==> src/rtl/id_decode_core_pkg.sv <==
`default_nettype none
// ============================================================================
// Module   : rv32i_types (package)
// Purpose  : Shared RV32I decode types: opcodes, ALU/branch operation codes,
//            datapath mux selects and the control word carried to ID/EX.
// Revision : 1.0 - initial release
// ============================================================================
package rv32i_types;

    typedef enum logic [6:0] {
        OP_LUI   = 7'b0110111,
        OP_AUIPC = 7'b0010111,
        OP_JAL   = 7'b1101111,
        OP_JALR  = 7'b1100111,
        OP_BR    = 7'b1100011,
        OP_LOAD  = 7'b0000011,
        OP_STORE = 7'b0100011,
        OP_IMM   = 7'b0010011,
        OP_REG   = 7'b0110011,
        OP_CSR   = 7'b1110011
    } rv32i_opcode;

    typedef enum logic [2:0] {
        ALU_ADD = 3'd0, ALU_SLL = 3'd1, ALU_SRA = 3'd2, ALU_SUB = 3'd3,
        ALU_XOR = 3'd4, ALU_SRL = 3'd5, ALU_OR  = 3'd6, ALU_AND = 3'd7
    } alu_ops;

    typedef enum logic [2:0] {
        BR_BEQ = 3'd0, BR_BNE = 3'd1, BR_BLT = 3'd4,
        BR_BGE = 3'd5, BR_BLTU = 3'd6, BR_BGEU = 3'd7
    } branch_funct3_t;

    typedef enum logic [1:0] {
        PCMUX_PC_PLUS4 = 2'd0, PCMUX_ALU_OUT = 2'd1, PCMUX_ALU_MOD2 = 2'd2
    } pcmux_sel_t;

    typedef enum logic {
        ALUMUX1_RS1_OUT = 1'b0, ALUMUX1_PC_OUT = 1'b1
    } alumux1_sel_t;

    typedef enum logic [2:0] {
        ALUMUX2_I_IMM = 3'd0, ALUMUX2_U_IMM = 3'd1, ALUMUX2_B_IMM = 3'd2,
        ALUMUX2_S_IMM = 3'd3, ALUMUX2_J_IMM = 3'd4, ALUMUX2_RS2_OUT = 3'd5
    } alumux2_sel_t;

    typedef enum logic [3:0] {
        RFMUX_ALU_OUT = 4'd0, RFMUX_BR_EN = 4'd1, RFMUX_U_IMM = 4'd2,
        RFMUX_LW = 4'd3, RFMUX_PC_PLUS4 = 4'd4, RFMUX_LB = 4'd5,
        RFMUX_LBU = 4'd6, RFMUX_LH = 4'd7, RFMUX_LHU = 4'd8
    } regfilemux_sel_t;

    typedef enum logic {
        CMPMUX_RS2_OUT = 1'b0, CMPMUX_I_IMM = 1'b1
    } cmpmux_sel_t;

    // opcode and cmpop carry raw instruction bits (unknown opcodes, funct3
    // 010/011) so they are plain vectors rather than enums.
    typedef struct packed {
        logic [6:0]      opcode;
        alu_ops          aluop;
        logic [2:0]      cmpop;
        pcmux_sel_t      pcmux_sel;
        alumux1_sel_t    alumux1_sel;
        alumux2_sel_t    alumux2_sel;
        regfilemux_sel_t regfilemux_sel;
        cmpmux_sel_t     cmpmux_sel;
        logic            load_regfile;
        logic            mem_read;
        logic            mem_write;
        logic [3:0]      mem_byte_en;
    } rv32i_control_word;

endpackage
`default_nettype wire

==> src/rtl/id_decode_core_if.sv <==
`default_nettype none
// ============================================================================
// Module   : id_decode_core_if
// Purpose  : ID-stage bus: instruction + WB write port in, control word,
//            operands, immediates, register indices and br_en out.
//            slave = decode core, master = surrounding pipeline.
// Revision : 1.0 - initial release
// ============================================================================
interface id_decode_core_if;
    logic [31:0]                    instr_i;
    logic                           load_regfile_i;
    logic [4:0]                     rd_wr_i;
    logic [31:0]                    wr_data_i;
    rv32i_types::rv32i_control_word ctrl_word_o;
    logic [31:0]                    rs1_out_o, rs2_out_o;
    logic [31:0]                    i_imm_o, s_imm_o, b_imm_o, u_imm_o, j_imm_o;
    logic [4:0]                     rs1_o, rs2_o, rd_o;
    logic                           br_en_o;

    modport slave (
        input  instr_i, load_regfile_i, rd_wr_i, wr_data_i,
        output ctrl_word_o, rs1_out_o, rs2_out_o, i_imm_o, s_imm_o, b_imm_o,
               u_imm_o, j_imm_o, rs1_o, rs2_o, rd_o, br_en_o
    );

    modport master (
        output instr_i, load_regfile_i, rd_wr_i, wr_data_i,
        input  ctrl_word_o, rs1_out_o, rs2_out_o, i_imm_o, s_imm_o, b_imm_o,
               u_imm_o, j_imm_o, rs1_o, rs2_o, rd_o, br_en_o
    );
endinterface
`default_nettype wire

==> src/rtl/id_decode_core_cmp.sv <==
`default_nettype none
// ============================================================================
// Module   : id_decode_core_cmp
// Purpose  : Branch / set-less-than comparator selected by a funct3 code.
// Ports    : i_cmpop, i_a, i_b in; o_br_en out
// Revision : 1.0 - initial release
// ============================================================================
module id_decode_core_cmp
    import rv32i_types::*;
#(
    parameter int WIDTH = 32
) (
    input  wire [2:0]       i_cmpop,
    input  wire [WIDTH-1:0] i_a,
    input  wire [WIDTH-1:0] i_b,
    output logic            o_br_en
);
    always_comb begin
        o_br_en = 1'b0;
        case (i_cmpop)
            BR_BEQ:  o_br_en = (i_a == i_b);
            BR_BNE:  o_br_en = (i_a != i_b);
            BR_BLT:  o_br_en = ($signed(i_a) <  $signed(i_b));
            BR_BGE:  o_br_en = ($signed(i_a) >= $signed(i_b));
            BR_BLTU: o_br_en = (i_a <  i_b);
            BR_BGEU: o_br_en = (i_a >= i_b);
            default: o_br_en = 1'b0;
        endcase
    end
endmodule
`default_nettype wire

==> src/rtl/id_decode_core_control_rom.sv <==
`default_nettype none
// ============================================================================
// Module   : id_decode_core_control_rom
// Purpose  : Combinational RV32I control decode from opcode/funct3/funct7[5].
// Ports    : i_opcode, i_funct3, i_funct7_b5 in; o_ctrl control word out
// Revision : 1.0 - initial release
// ============================================================================
module id_decode_core_control_rom
    import rv32i_types::*;
(
    input  wire [6:0]         i_opcode,
    input  wire [2:0]         i_funct3,
    input  wire               i_funct7_b5,
    output rv32i_control_word o_ctrl
);
    always_comb begin
        o_ctrl        = '0;
        o_ctrl.opcode = i_opcode;
        o_ctrl.aluop  = alu_ops'(i_funct3);
        o_ctrl.cmpop  = i_funct3;
        case (i_opcode)
            OP_LUI: begin
                o_ctrl.load_regfile   = 1'b1;
                o_ctrl.regfilemux_sel = RFMUX_U_IMM;
            end
            OP_AUIPC: begin
                o_ctrl.alumux1_sel  = ALUMUX1_PC_OUT;
                o_ctrl.alumux2_sel  = ALUMUX2_U_IMM;
                o_ctrl.aluop        = ALU_ADD;
                o_ctrl.load_regfile = 1'b1;
            end
            OP_JAL: begin
                o_ctrl.alumux1_sel    = ALUMUX1_PC_OUT;
                o_ctrl.alumux2_sel    = ALUMUX2_J_IMM;
                o_ctrl.aluop          = ALU_ADD;
                o_ctrl.pcmux_sel      = PCMUX_ALU_OUT;
                o_ctrl.regfilemux_sel = RFMUX_PC_PLUS4;
                o_ctrl.load_regfile   = 1'b1;
            end
            OP_JALR: begin
                o_ctrl.alumux2_sel    = ALUMUX2_I_IMM;
                o_ctrl.aluop          = ALU_ADD;
                o_ctrl.pcmux_sel      = PCMUX_ALU_MOD2;
                o_ctrl.regfilemux_sel = RFMUX_PC_PLUS4;
                o_ctrl.load_regfile   = 1'b1;
            end
            // Branch target is computed here; the redirect decision is taken
            // downstream from br_en, so pcmux stays at pc_plus4.
            OP_BR: begin
                o_ctrl.alumux1_sel = ALUMUX1_PC_OUT;
                o_ctrl.alumux2_sel = ALUMUX2_B_IMM;
                o_ctrl.aluop       = ALU_ADD;
                o_ctrl.cmpmux_sel  = CMPMUX_RS2_OUT;
            end
            OP_LOAD: begin
                o_ctrl.alumux2_sel  = ALUMUX2_I_IMM;
                o_ctrl.aluop        = ALU_ADD;
                o_ctrl.mem_read     = 1'b1;
                o_ctrl.load_regfile = 1'b1;
                case (i_funct3)
                    3'b000:  o_ctrl.regfilemux_sel = RFMUX_LB;
                    3'b001:  o_ctrl.regfilemux_sel = RFMUX_LH;
                    3'b010:  o_ctrl.regfilemux_sel = RFMUX_LW;
                    3'b100:  o_ctrl.regfilemux_sel = RFMUX_LBU;
                    3'b101:  o_ctrl.regfilemux_sel = RFMUX_LHU;
                    default: o_ctrl.regfilemux_sel = RFMUX_ALU_OUT;
                endcase
            end
            // Byte enables are unshifted; MEM aligns them to the address.
            OP_STORE: begin
                o_ctrl.alumux2_sel = ALUMUX2_S_IMM;
                o_ctrl.aluop       = ALU_ADD;
                o_ctrl.mem_write   = 1'b1;
                case (i_funct3)
                    3'b000:  o_ctrl.mem_byte_en = 4'b0001;
                    3'b001:  o_ctrl.mem_byte_en = 4'b0011;
                    3'b010:  o_ctrl.mem_byte_en = 4'b1111;
                    default: o_ctrl.mem_byte_en = 4'b0000;
                endcase
            end
            OP_IMM, OP_REG: begin
                o_ctrl.load_regfile = 1'b1;
                o_ctrl.alumux2_sel  = (i_opcode == OP_IMM) ? ALUMUX2_I_IMM : ALUMUX2_RS2_OUT;
                // slt*/sltu* go through the comparator, not the ALU.
                o_ctrl.cmpmux_sel   = (i_opcode == OP_IMM) ? CMPMUX_I_IMM : CMPMUX_RS2_OUT;
                case (i_funct3)
                    3'b000: begin
                        if (i_opcode == OP_REG && i_funct7_b5) o_ctrl.aluop = ALU_SUB;
                        else                                  o_ctrl.aluop = ALU_ADD;
                        o_ctrl.cmpmux_sel = CMPMUX_RS2_OUT;
                    end
                    3'b010: begin
                        o_ctrl.cmpop          = BR_BLT;
                        o_ctrl.regfilemux_sel = RFMUX_BR_EN;
                    end
                    3'b011: begin
                        o_ctrl.cmpop          = BR_BLTU;
                        o_ctrl.regfilemux_sel = RFMUX_BR_EN;
                    end
                    3'b101: begin
                        if (i_funct7_b5) o_ctrl.aluop = ALU_SRA;
                        else             o_ctrl.aluop = ALU_SRL;
                        o_ctrl.cmpmux_sel = CMPMUX_RS2_OUT;
                    end
                    default: o_ctrl.cmpmux_sel = CMPMUX_RS2_OUT;
                endcase
            end
            // CSR and unrecognised opcodes decode as a NOP.
            default: o_ctrl.aluop = ALU_ADD;
        endcase
    end
endmodule
`default_nettype wire

==> src/rtl/id_decode_core_regfile.sv <==
`default_nettype none
// ============================================================================
// Module   : id_decode_core_regfile
// Purpose  : 32 x WIDTH register file, async active-low clear, one write
//            port, two combinational read ports with write-through.
// Ports    : clk, rst, i_load/i_rd/i_wr_data (write), i_rs1/i_rs2 (read
//            index), o_rs1_data/o_rs2_data (read data)
// Revision : 1.0 - initial release
// ============================================================================
module id_decode_core_regfile #(
    parameter int WIDTH = 32
) (
    input  wire              clk,
    input  wire              rst,
    input  wire              i_load,
    input  wire [4:0]        i_rd,
    input  wire [WIDTH-1:0]  i_wr_data,
    input  wire [4:0]        i_rs1,
    input  wire [4:0]        i_rs2,
    output logic [WIDTH-1:0] o_rs1_data,
    output logic [WIDTH-1:0] o_rs2_data
);
    logic [WIDTH-1:0] r_regs [32];
    logic             w_wr_en;

    assign w_wr_en = i_load && (i_rd != 5'd0);

    always_ff @(posedge clk or negedge rst) begin
        if (!rst) begin
            for (int i = 0; i < 32; i++) begin
                r_regs[i] <= '0;
            end
        end else if (w_wr_en) begin
            r_regs[i_rd] <= i_wr_data;
        end
    end

    // A write in flight is forwarded so ID sees WB's result this cycle.
    always_comb begin
        o_rs1_data = r_regs[i_rs1];
        o_rs2_data = r_regs[i_rs2];
        if (w_wr_en && (i_rd == i_rs1)) o_rs1_data = i_wr_data;
        if (w_wr_en && (i_rd == i_rs2)) o_rs2_data = i_wr_data;
        if (i_rs1 == 5'd0) o_rs1_data = '0;
        if (i_rs2 == 5'd0) o_rs2_data = '0;
    end
endmodule
`default_nettype wire

==> src/rtl/id_decode_core.sv <==
`default_nettype none
// ============================================================================
// Module   : id_decode_core
// Purpose  : ID-stage decode core: register file, control ROM, immediate
//            generation and branch comparator. Only the regfile is clocked.
// Ports    : clk, rst (async, active-low), bus (id_decode_core_if.slave)
// Revision : 1.0 - initial release
// ============================================================================
module id_decode_core
    import rv32i_types::*;
#(
    parameter int WIDTH = 32    // only 32 is supported
) (
    input  wire             clk,
    input  wire             rst,
    id_decode_core_if.slave bus
);
    logic [WIDTH-1:0]  w_instr;
    logic [WIDTH-1:0]  w_rs1_data, w_rs2_data, w_i_imm, w_cmp_b;
    rv32i_control_word w_ctrl;
    logic              w_br_en;

    assign w_instr = bus.instr_i;
    assign w_i_imm = {{20{w_instr[31]}}, w_instr[31:20]};

    id_decode_core_regfile #(.WIDTH(WIDTH)) u_regfile (
        .clk        (clk),
        .rst        (rst),
        .i_load     (bus.load_regfile_i),
        .i_rd       (bus.rd_wr_i),
        .i_wr_data  (bus.wr_data_i),
        .i_rs1      (w_instr[19:15]),
        .i_rs2      (w_instr[24:20]),
        .o_rs1_data (w_rs1_data),
        .o_rs2_data (w_rs2_data)
    );

    id_decode_core_control_rom u_control_rom (
        .i_opcode    (w_instr[6:0]),
        .i_funct3    (w_instr[14:12]),
        .i_funct7_b5 (w_instr[30]),
        .o_ctrl      (w_ctrl)
    );

    assign w_cmp_b = (w_ctrl.cmpmux_sel == CMPMUX_RS2_OUT) ? w_rs2_data : w_i_imm;

    id_decode_core_cmp #(.WIDTH(WIDTH)) u_cmp (
        .i_cmpop (w_ctrl.cmpop),
        .i_a     (w_rs1_data),
        .i_b     (w_cmp_b),
        .o_br_en (w_br_en)
    );

    assign bus.ctrl_word_o = w_ctrl;
    assign bus.rs1_out_o   = w_rs1_data;
    assign bus.rs2_out_o   = w_rs2_data;
    assign bus.br_en_o     = w_br_en;
    assign bus.i_imm_o     = w_i_imm;
    assign bus.s_imm_o     = {{20{w_instr[31]}}, w_instr[31:25], w_instr[11:7]};
    assign bus.b_imm_o     = {{20{w_instr[31]}}, w_instr[7], w_instr[30:25], w_instr[11:8], 1'b0};
    assign bus.u_imm_o     = {w_instr[31:12], 12'h000};
    assign bus.j_imm_o     = {{12{w_instr[31]}}, w_instr[19:12], w_instr[20], w_instr[30:21], 1'b0};
    assign bus.rs1_o       = w_instr[19:15];
    assign bus.rs2_o       = w_instr[24:20];
    assign bus.rd_o        = w_instr[11:7];
endmodule
`default_nettype wire

==> src/flat_wrapper.sv <==
// flat-port wrapper written by rule: the top's interface ports become plain ports
module id_decode_core_flat import rv32i_types::*;
#(
    parameter int WIDTH = 32                           
)
  (clk, rst, bus_instr_i, bus_load_regfile_i, bus_rd_wr_i, bus_wr_data_i, bus_ctrl_word_o, bus_rs1_out_o, bus_rs2_out_o, bus_i_imm_o, bus_s_imm_o, bus_b_imm_o, bus_u_imm_o, bus_j_imm_o, bus_rs1_o, bus_rs2_o, bus_rd_o, bus_br_en_o);
  id_decode_core_if bus_i ();
  input  wire clk;
  input  wire rst;
  input wire logic [$bits(bus_i.instr_i)-1:0] bus_instr_i;
  input wire logic [$bits(bus_i.load_regfile_i)-1:0] bus_load_regfile_i;
  input wire logic [$bits(bus_i.rd_wr_i)-1:0] bus_rd_wr_i;
  input wire logic [$bits(bus_i.wr_data_i)-1:0] bus_wr_data_i;
  output wire logic [$bits(bus_i.ctrl_word_o)-1:0] bus_ctrl_word_o;
  output wire logic [$bits(bus_i.rs1_out_o)-1:0] bus_rs1_out_o;
  output wire logic [$bits(bus_i.rs2_out_o)-1:0] bus_rs2_out_o;
  output wire logic [$bits(bus_i.i_imm_o)-1:0] bus_i_imm_o;
  output wire logic [$bits(bus_i.s_imm_o)-1:0] bus_s_imm_o;
  output wire logic [$bits(bus_i.b_imm_o)-1:0] bus_b_imm_o;
  output wire logic [$bits(bus_i.u_imm_o)-1:0] bus_u_imm_o;
  output wire logic [$bits(bus_i.j_imm_o)-1:0] bus_j_imm_o;
  output wire logic [$bits(bus_i.rs1_o)-1:0] bus_rs1_o;
  output wire logic [$bits(bus_i.rs2_o)-1:0] bus_rs2_o;
  output wire logic [$bits(bus_i.rd_o)-1:0] bus_rd_o;
  output wire logic [$bits(bus_i.br_en_o)-1:0] bus_br_en_o;
  assign bus_i.instr_i = bus_instr_i;
  assign bus_i.load_regfile_i = bus_load_regfile_i;
  assign bus_i.rd_wr_i = bus_rd_wr_i;
  assign bus_i.wr_data_i = bus_wr_data_i;
  assign bus_ctrl_word_o = bus_i.ctrl_word_o;
  assign bus_rs1_out_o = bus_i.rs1_out_o;
  assign bus_rs2_out_o = bus_i.rs2_out_o;
  assign bus_i_imm_o = bus_i.i_imm_o;
  assign bus_s_imm_o = bus_i.s_imm_o;
  assign bus_b_imm_o = bus_i.b_imm_o;
  assign bus_u_imm_o = bus_i.u_imm_o;
  assign bus_j_imm_o = bus_i.j_imm_o;
  assign bus_rs1_o = bus_i.rs1_o;
  assign bus_rs2_o = bus_i.rs2_o;
  assign bus_rd_o = bus_i.rd_o;
  assign bus_br_en_o = bus_i.br_en_o;
  id_decode_core #(.WIDTH(WIDTH)) u_core (.clk(clk), .rst(rst), .bus(bus_i));
endmodule
==> config.mk <==
export PLATFORM = sky130hd
export DESIGN_NAME = id_decode_core_flat
export DESIGN_NICKNAME = d
export VERILOG_FILES = /design/src/rtl/id_decode_core_pkg.sv /design/src/rtl/id_decode_core_if.sv /design/src/rtl/id_decode_core_cmp.sv /design/src/rtl/id_decode_core_control_rom.sv /design/src/rtl/id_decode_core_regfile.sv /design/src/rtl/id_decode_core.sv /design/src/flat_wrapper.sv
export SDC_FILE = /design/constraint.sdc
export NUM_CORES = 2
export LEC_CHECK = 0
export ABC_AREA = 1
export CAP_MARGIN = 20
export CORE_AREA = 8 8 375 377
export DETAILED_ROUTE_END_ITERATION = 10
export DIE_AREA = 0 0 383 385
export SLEW_MARGIN = 20
export SYNTH_ARGS = -nofsm -noshare
export SYNTH_HDL_FRONTEND = slang
export SYNTH_SLANG_ARGS = --single-unit
==> constraint.sdc <==
create_clock -name clk -period 3.3 [get_ports clk]
set_input_delay 0.33 -clock clk [delete_from_list [all_inputs] [get_ports clk]]
set_output_delay 0.33 -clock clk [all_outputs]
set_load 0.01 [all_outputs]
# Word-level counts from Yosys, hierarchy flattened
# Cells that the tools add are included.
# totals
word_cells	116
output_inout_bits	271
ff_bits	1024
# classes
order_cmp	8
eq_ne	23
n_mux	35
bitwise_logic	3
reduce_logical	15
# op_table
operator	count
bitwise mux 1024 bit	1
binary-select mux 32 bit (select 5 bit)	2
2-to-1 mux 32 bit	10
demux 32 bit (select 5 bit)	1
greater-or-equal comparator 32 bit	2
< comparator 32 bit	2
equality test 32 bit	1
inequality test 32 bit	1
equality test 7 x 6 -> 1 bit (second input constant)	3
equality test 7 bit (second input constant)	3
one-hot mux 4 bit (5 select lines)	1
equality test 3 bit (second input constant)	6
greater-or-equal comparator 6 bit (second input constant)	3
NOT 5 -> 6 bit	3
one-hot mux 3 bit (2 select lines)	3
one-hot mux 4 bit (4 select lines)	1
one-hot mux 3 bit (5 select lines)	1
equality test 7 x 5 -> 1 bit (second input constant)	2
one-hot mux 4 bit (3 select lines)	1
equality test 5 bit	2
logical NOT 5 bit	2
2-to-1 mux 3 bit	3
equality test 7 x 2 -> 1 bit (second input constant)	1
2-to-1 mux 1 bit	7
other kinds (13)	22

# Logic depth before layout (Yosys ltp)
# logic_depth
ltp_word	9
mapped_depth	29
depth_no_buf	26

# Modules after synthesis
# From an unflattened synthesis, not the netlist that was laid out.
# hier_totals
cells_unflattened	9377
hier_area_um2	62713.9
# modules_own_cells
mod	instances	cells_each	seq_area_each_um2	area_each_um2
id_decode_core_regfile	1	8853	25624.6	59550.9
id_decode_core	1	259	0.0	1667.8
id_decode_core_cmp	1	166	0.0	974.7
id_decode_core_control_rom	1	99	0.0	520.5

# Worst setup path after synthesis
# OpenSTA, ideal clock, no wires.
# synth_path
kind	input port to output port
start	in bus_rd_wr_i[2]
end	out bus_br_en_o
arrival_time_ns	3.045
required_time_ns	2.970
stages	19
path_buffers	2
path_slack_ns	-0.075
cell_sequence	buf_2 -> nor3_2 -> nand2_1 -> nand2_1 -> inv_1 -> nand4_1 -> clkbuf_1 -> o21ai_0 -> a21oi_1 -> ha_1 -> a21oi_1 -> o21a_1 -> nand2_1 -> a21oi_1 -> nand3_1 -> nand2_1 -> inv_1 -> nor2_1 -> nand3_1
# synth_rtl
element	line	text
from (decl)	flat_wrapper.sv:12	input wire logic [$bits(bus_i.rd_wr_i)-1:0] bus_rd_wr_i;
nonzero test 5 bit	id_decode_core_regfile.sv:26	assign w_wr_en = i_load && (i_rd != 5'd0);
logical AND 1 bit	id_decode_core_regfile.sv:26	
logical AND 1 bit *	id_decode_core_regfile.sv:42	if (w_wr_en && (i_rd == i_rs1)) o_rs1_data = i_wr_data;
2-to-1 mux 32 bit *	id_decode_core_regfile.sv:42	
2-to-1 mux 32 bit *	id_decode_core_regfile.sv:44	if (i_rs1 == 5'd0) o_rs1_data = '0;
net bus_rs1_out_o[31]	flat_wrapper.sv:15	output wire logic [$bits(bus_i.rs1_out_o)-1:0] bus_rs1_out_o;
greater-or-equal comparator 32 bit, or another cell as far along	id_decode_core_cmp.sv:26	BR_BGEU: o_br_en = (i_a >= i_b);
one-hot mux 1 bit (6 select lines) *	id_decode_core_cmp.sv:20	case (i_cmpop)
to (decl)	flat_wrapper.sv:25	output wire logic [$bits(bus_i.br_en_o)-1:0] bus_br_en_o;
# The timed path passes the listed nets; every way through them passes the cells marked *.

# Worst setup path in the final report
# layout_path
start	reg u_core.u_regfile.r_regs[924] (netlist name)
end	out bus_br_en_o
# layout_between
elab_chain_cells	8
# layout_rtl
element	line	text
from (decl)	id_decode_core_regfile.sv:23	logic [WIDTH-1:0] r_regs [32];
from (signal, indexed assignment)	id_decode_core_regfile.sv:34	r_regs[i_rd] <= i_wr_data;
binary-select mux 32 bit (select 5 bit)	id_decode_core_regfile.sv:41	o_rs2_data = r_regs[i_rs2];
2-to-1 mux 32 bit (implied by the code) (2 in series)	id_decode_core_regfile.sv:41	
2-to-1 mux 32 bit	id_decode_core_regfile.sv:43	if (w_wr_en && (i_rd == i_rs2)) o_rs2_data = i_wr_data;
2-to-1 mux 32 bit	id_decode_core_regfile.sv:45	if (i_rs2 == 5'd0) o_rs2_data = '0;
2-to-1 mux 32 bit	id_decode_core.sv:45	assign w_cmp_b = (w_ctrl.cmpmux_sel == CMPMUX_RS2_OUT) ? w_rs2_data : w_i_imm;
greater-or-equal comparator 32 bit, or another cell as far along	id_decode_core_cmp.sv:26	
one-hot mux 1 bit (6 select lines) *	id_decode_core_cmp.sv:20	
# Mark *: on every way between the ends. The rest lies on a longest branch, timed or not. The select of a mux whose other input is x is not followed.

==> metrics.md <==
| Metric | Value |
|---|---|
| Critical path origin | `u_core.u_regfile.r_regs[924]` |
| Fmax | `248 MHz` |
| Rel. slew slack | `36.6%` |
| Starting DRT DRC Count | `8261` |
| Multi-input gate area | `28100 um2` |
| HPWL Detailed | `170 mm` |
| Detailed-router iteration count before antenna repair | `6` |
| Worst-path cell chain | `inv_1 > nand2_1 > o21ai_1 > o221ai_1 > a21oi_2 > nand2_2 > nand2_4 > a21oi_2 > ha_1 > nand2_2 > nor2_4 > nand2_2 > nor2_2 > buf_6 > buf_4 > nand2_2 > nand3_1 > nand2_1 > nor2_2 > nand3_4 > buf_6` |
| Initial antenna violation count | `5` |
| CTS tree | `yes` |
| DIE WIDTH | `383 um` |
| Setup Skew | `0 ps` |
| R2R Path End | `u_core.u_regfile.r_regs[435]` |
| Most common cell after layout, fill and taps aside | `o21ai_0` |
| PortBufs | `308` |
| Area growth from synthesis to layout | `26.9%` |
| Crit start category | `register` |
| Final max-slew violation count | `0` |
| Worst Setup Slack, final | `-733 ps` |
| GPL Wtd Cong | `0.967` |
| Primary FF master, synth | `dfrtp_1` |
| Maximum VDD drop | `0.478 mV` |
| Starting density of the core | `43.7%` |
| Final hold viol count | `0` |
| Clk pin slew, worst setup/hold paths | `60 ps` |
| Worst R2R Path Depth | `3` |
| Status | `finished, violations left` |
| Lkg Pwr | `34.6 nW` |
| Slew @ Worst Pin | `949 ps` |
| Drt total wl | `261 mm` |
| Hold Path Class | `in2async` |
| DR vias | `62600` |
| WL/cell | `24.9 um` |
| Slowest-stage cell, CP | `dfrtp_1` |
| Max reg flops | `1024` |
| CP Class | `reg2out` |
| Worst Path Max Fanout | `4` |
| Die ar. | `147000 um2` |
| Total GRT Usage | `34.0%` |
| Number of flops mapped to enable cells by yosys | `0` |
| First-pass GRT wire length | `382 mm` |
| Level count of the clock H-tree | `3` |
| Post-synth ARST share | `100%` |
| Sink Count | `1024` |
| Top flop regs | `u_core.u_regfile.r_regs (1024)` |
| Setup tns final | `-741 ps` |
| Worst Setup EP | `bus_br_en_o` |
| Vias per Instance | `5.99` |
| Final #Nets | `8682` |
| FF+latch area | `25600 um2` |
| Boundary Pins | `343` |
| Die Ht | `385 um` |
| Mapped Cells | `8096` |
| Synth Register Bits | `1024` |
| Register area share after synthesis | `43.5%` |
| Final Cycle Share | `122%` |
| Unique masters post-synth | `38` |
| Reg-to-Reg Start | `u_core.u_regfile.r_regs[435]` |
| CORE AREA | `135000 um2` |
| Share of layout cells above drive strength 1 | `16.8%` |
| Yosys warning count | `0` |
| Largest net degree at the start of global routing | `98` |
| Most flops, register | `u_core.u_regfile.r_regs` |
| GRT overflow | `0` |
| Syn Area/Cell | `7.27 um2` |
| Most used cell, CP | `nand2_2` |
| Post-route ant nets | `0` |
| Req. time, crit path | `2970 ps` |
| Number of global-route vias before repair | `57600` |
| RSZ-0062 raised after global routing | `yes` |
| Clock tree buffer depth | `3` |
| Pwr dens | `532 nW/um2` |
| Worst-Skew Late Latency | `770 ps` |
| Max-cap violations | `0` |
| Drt drc | `0` |
| Clock root buffer | `clkbuf_16` |
| Final hold slack | `199 ps` |
| Minimum clock period | `4030 ps` |
| Inserted Clock Buffers | `115` |
| Critical path endpoint category | `primary output` |
| Post-Syn Area | `58900 um2` |
| Most frequent cells in the layout | `o21ai_0, nand2_1, dfrtp_1` |
| FILL cells | `12600` |
| Critical Path AT | `3700 ps` |
| Failing checks | `negative setup slack` |
| Critical path's largest stage delay | `390 ps` |
| FF-to-FF setup slack | `2450 ps` |
| Endpoints failing setup | `2` |
| Core Rows | `135` |
per-layer routing:
metal | track usage, % | wire length [um]
met3 | 7.82 | 29700
met2 | 49.6 | 110000
met1 | 47.6 | 107000
met5 | 0 | 72
met4 | 15.9 | 14400
synth_stat cells, types with 2 or more instances:
master | n | area share (%)
nand4_1 | 12 | 0.13
nor4_1 | 3 | 0.032
o21ai_0 | 1901 | 16
dfrtp_1 | 1024 | 44
o22ai_1 | 57 | 0.61
nand3_1 | 539 | 4.6
o211a_1 | 7 | 0.12
inv_2 | 5 | 0.032
or2_2 | 6 | 0.064
buf_4 | 183 | 2.3
ha_1 | 32 | 0.68
nor3_1 | 18 | 0.15
o221ai_1 | 24 | 0.36
nor3_2 | 3 | 0.051
nand3b_1 | 17 | 0.22
o2111ai_1 | 12 | 0.18
xor2_1 | 3 | 0.045
nor2_1 | 298 | 1.9
xnor2_1 | 2 | 0.030
buf_1 | 48 | 0.31
buf_2 | 122 | 1.0
clkbuf_1 | 563 | 3.6
o21a_1 | 3 | 0.038
nand2_2 | 8 | 0.085
a21oi_1 | 518 | 4.4
nand2_1 | 1762 | 11
inv_1 | 568 | 3.6
a31oi_1 | 12 | 0.13
clkinv_1 | 4 | 0.025
o21ai_1 | 8 | 0.068
o211ai_1 | 327 | 4.2
cells by family (layout without fill, tap and decap cells):
kind of cell	Yosys count	in the layout	share of synthesized area (%)
other	1	17	0.00637
DFF	1024	1024	43.5
adders and majority gates	32	32	0.680
and+or+nand+nor	2669	2669	18.5
xor gates and xnor gates	5	5	0.0744
buffers and inverters	1493	2055	10.9
AOI/OAI and AO/OA	2872	2872	26.3
area by class of cell:
| type | instances | area share (%) |
|---|---|---|
| multi-input cells | 5592 | 37.6 |
| inverters | 577 | 2.93 |
| diodes | 3 | 0.0100 |
| flip-flops and latches | 1024 | 34.3 |
| clock inverters | 40 | 0.683 |
| clock buffers | 170 | 4.47 |
| well taps | 1781 | 2.98 |
| repair buffers | 1268 | 17.0 |
stage by stage:
step,cell area (um2),utilization [%],worst slack [ps],std cells,power (W)
2_1_floorplan,59000,-,1.40,8109,0.0215
3_3_place_gp,69300,51.5,-1480,10200,0.0257
3_5_place_dp,69300,51.5,-1470,10200,0.0259
4_1_cts,74000,55.0,-649,10400,0.0394
5_1_grt,74700,55.5,-902,10500,0.0417
6_report,74700,55.5,-733,10500,0.0397
timing repair:
item	CTS	global route
hold endpoints to repair	57	0
pin swaps	63	108
hold buffers	1	0
setup buffers	22	18
endpoints found under the setup margin	25	38
gates resized for setup	186	214
gates cloned	5	1
critical path: cells and delay by family (launching register included):
family          cells  cell delay, ps
simple gates       12            1110
fa+ha+maj           1             290
flops               1             390
buf+inv             4             500
compound gates      4             610
how the worst min path moves through the flow:
stage,slack [ps],start,to,cells past startpoint
5_1_grt,230,rst,u_core.u_regfile.r_regs[480],2
6_report,200,rst,u_core.u_regfile.r_regs[480],2
2_1_floorplan,30,rst,u_core.u_regfile.r_regs[0],0
3_5_place_dp,380,u_core.u_regfile.r_regs[1014],u_core.u_regfile.r_regs[1014],0
3_3_place_gp,380,u_core.u_regfile.r_regs[996],u_core.u_regfile.r_regs[996],0
4_1_cts,200,rst,u_core.u_regfile.r_regs[920],2
power by group:
part           switching, W  internal [W]
Sequential          0.00147        0.0149
Clock               0.00569       0.00771
Combinational       0.00576       0.00420
Total                0.0129        0.0268
No activity file was read; power rests on OpenSTA's default activity.
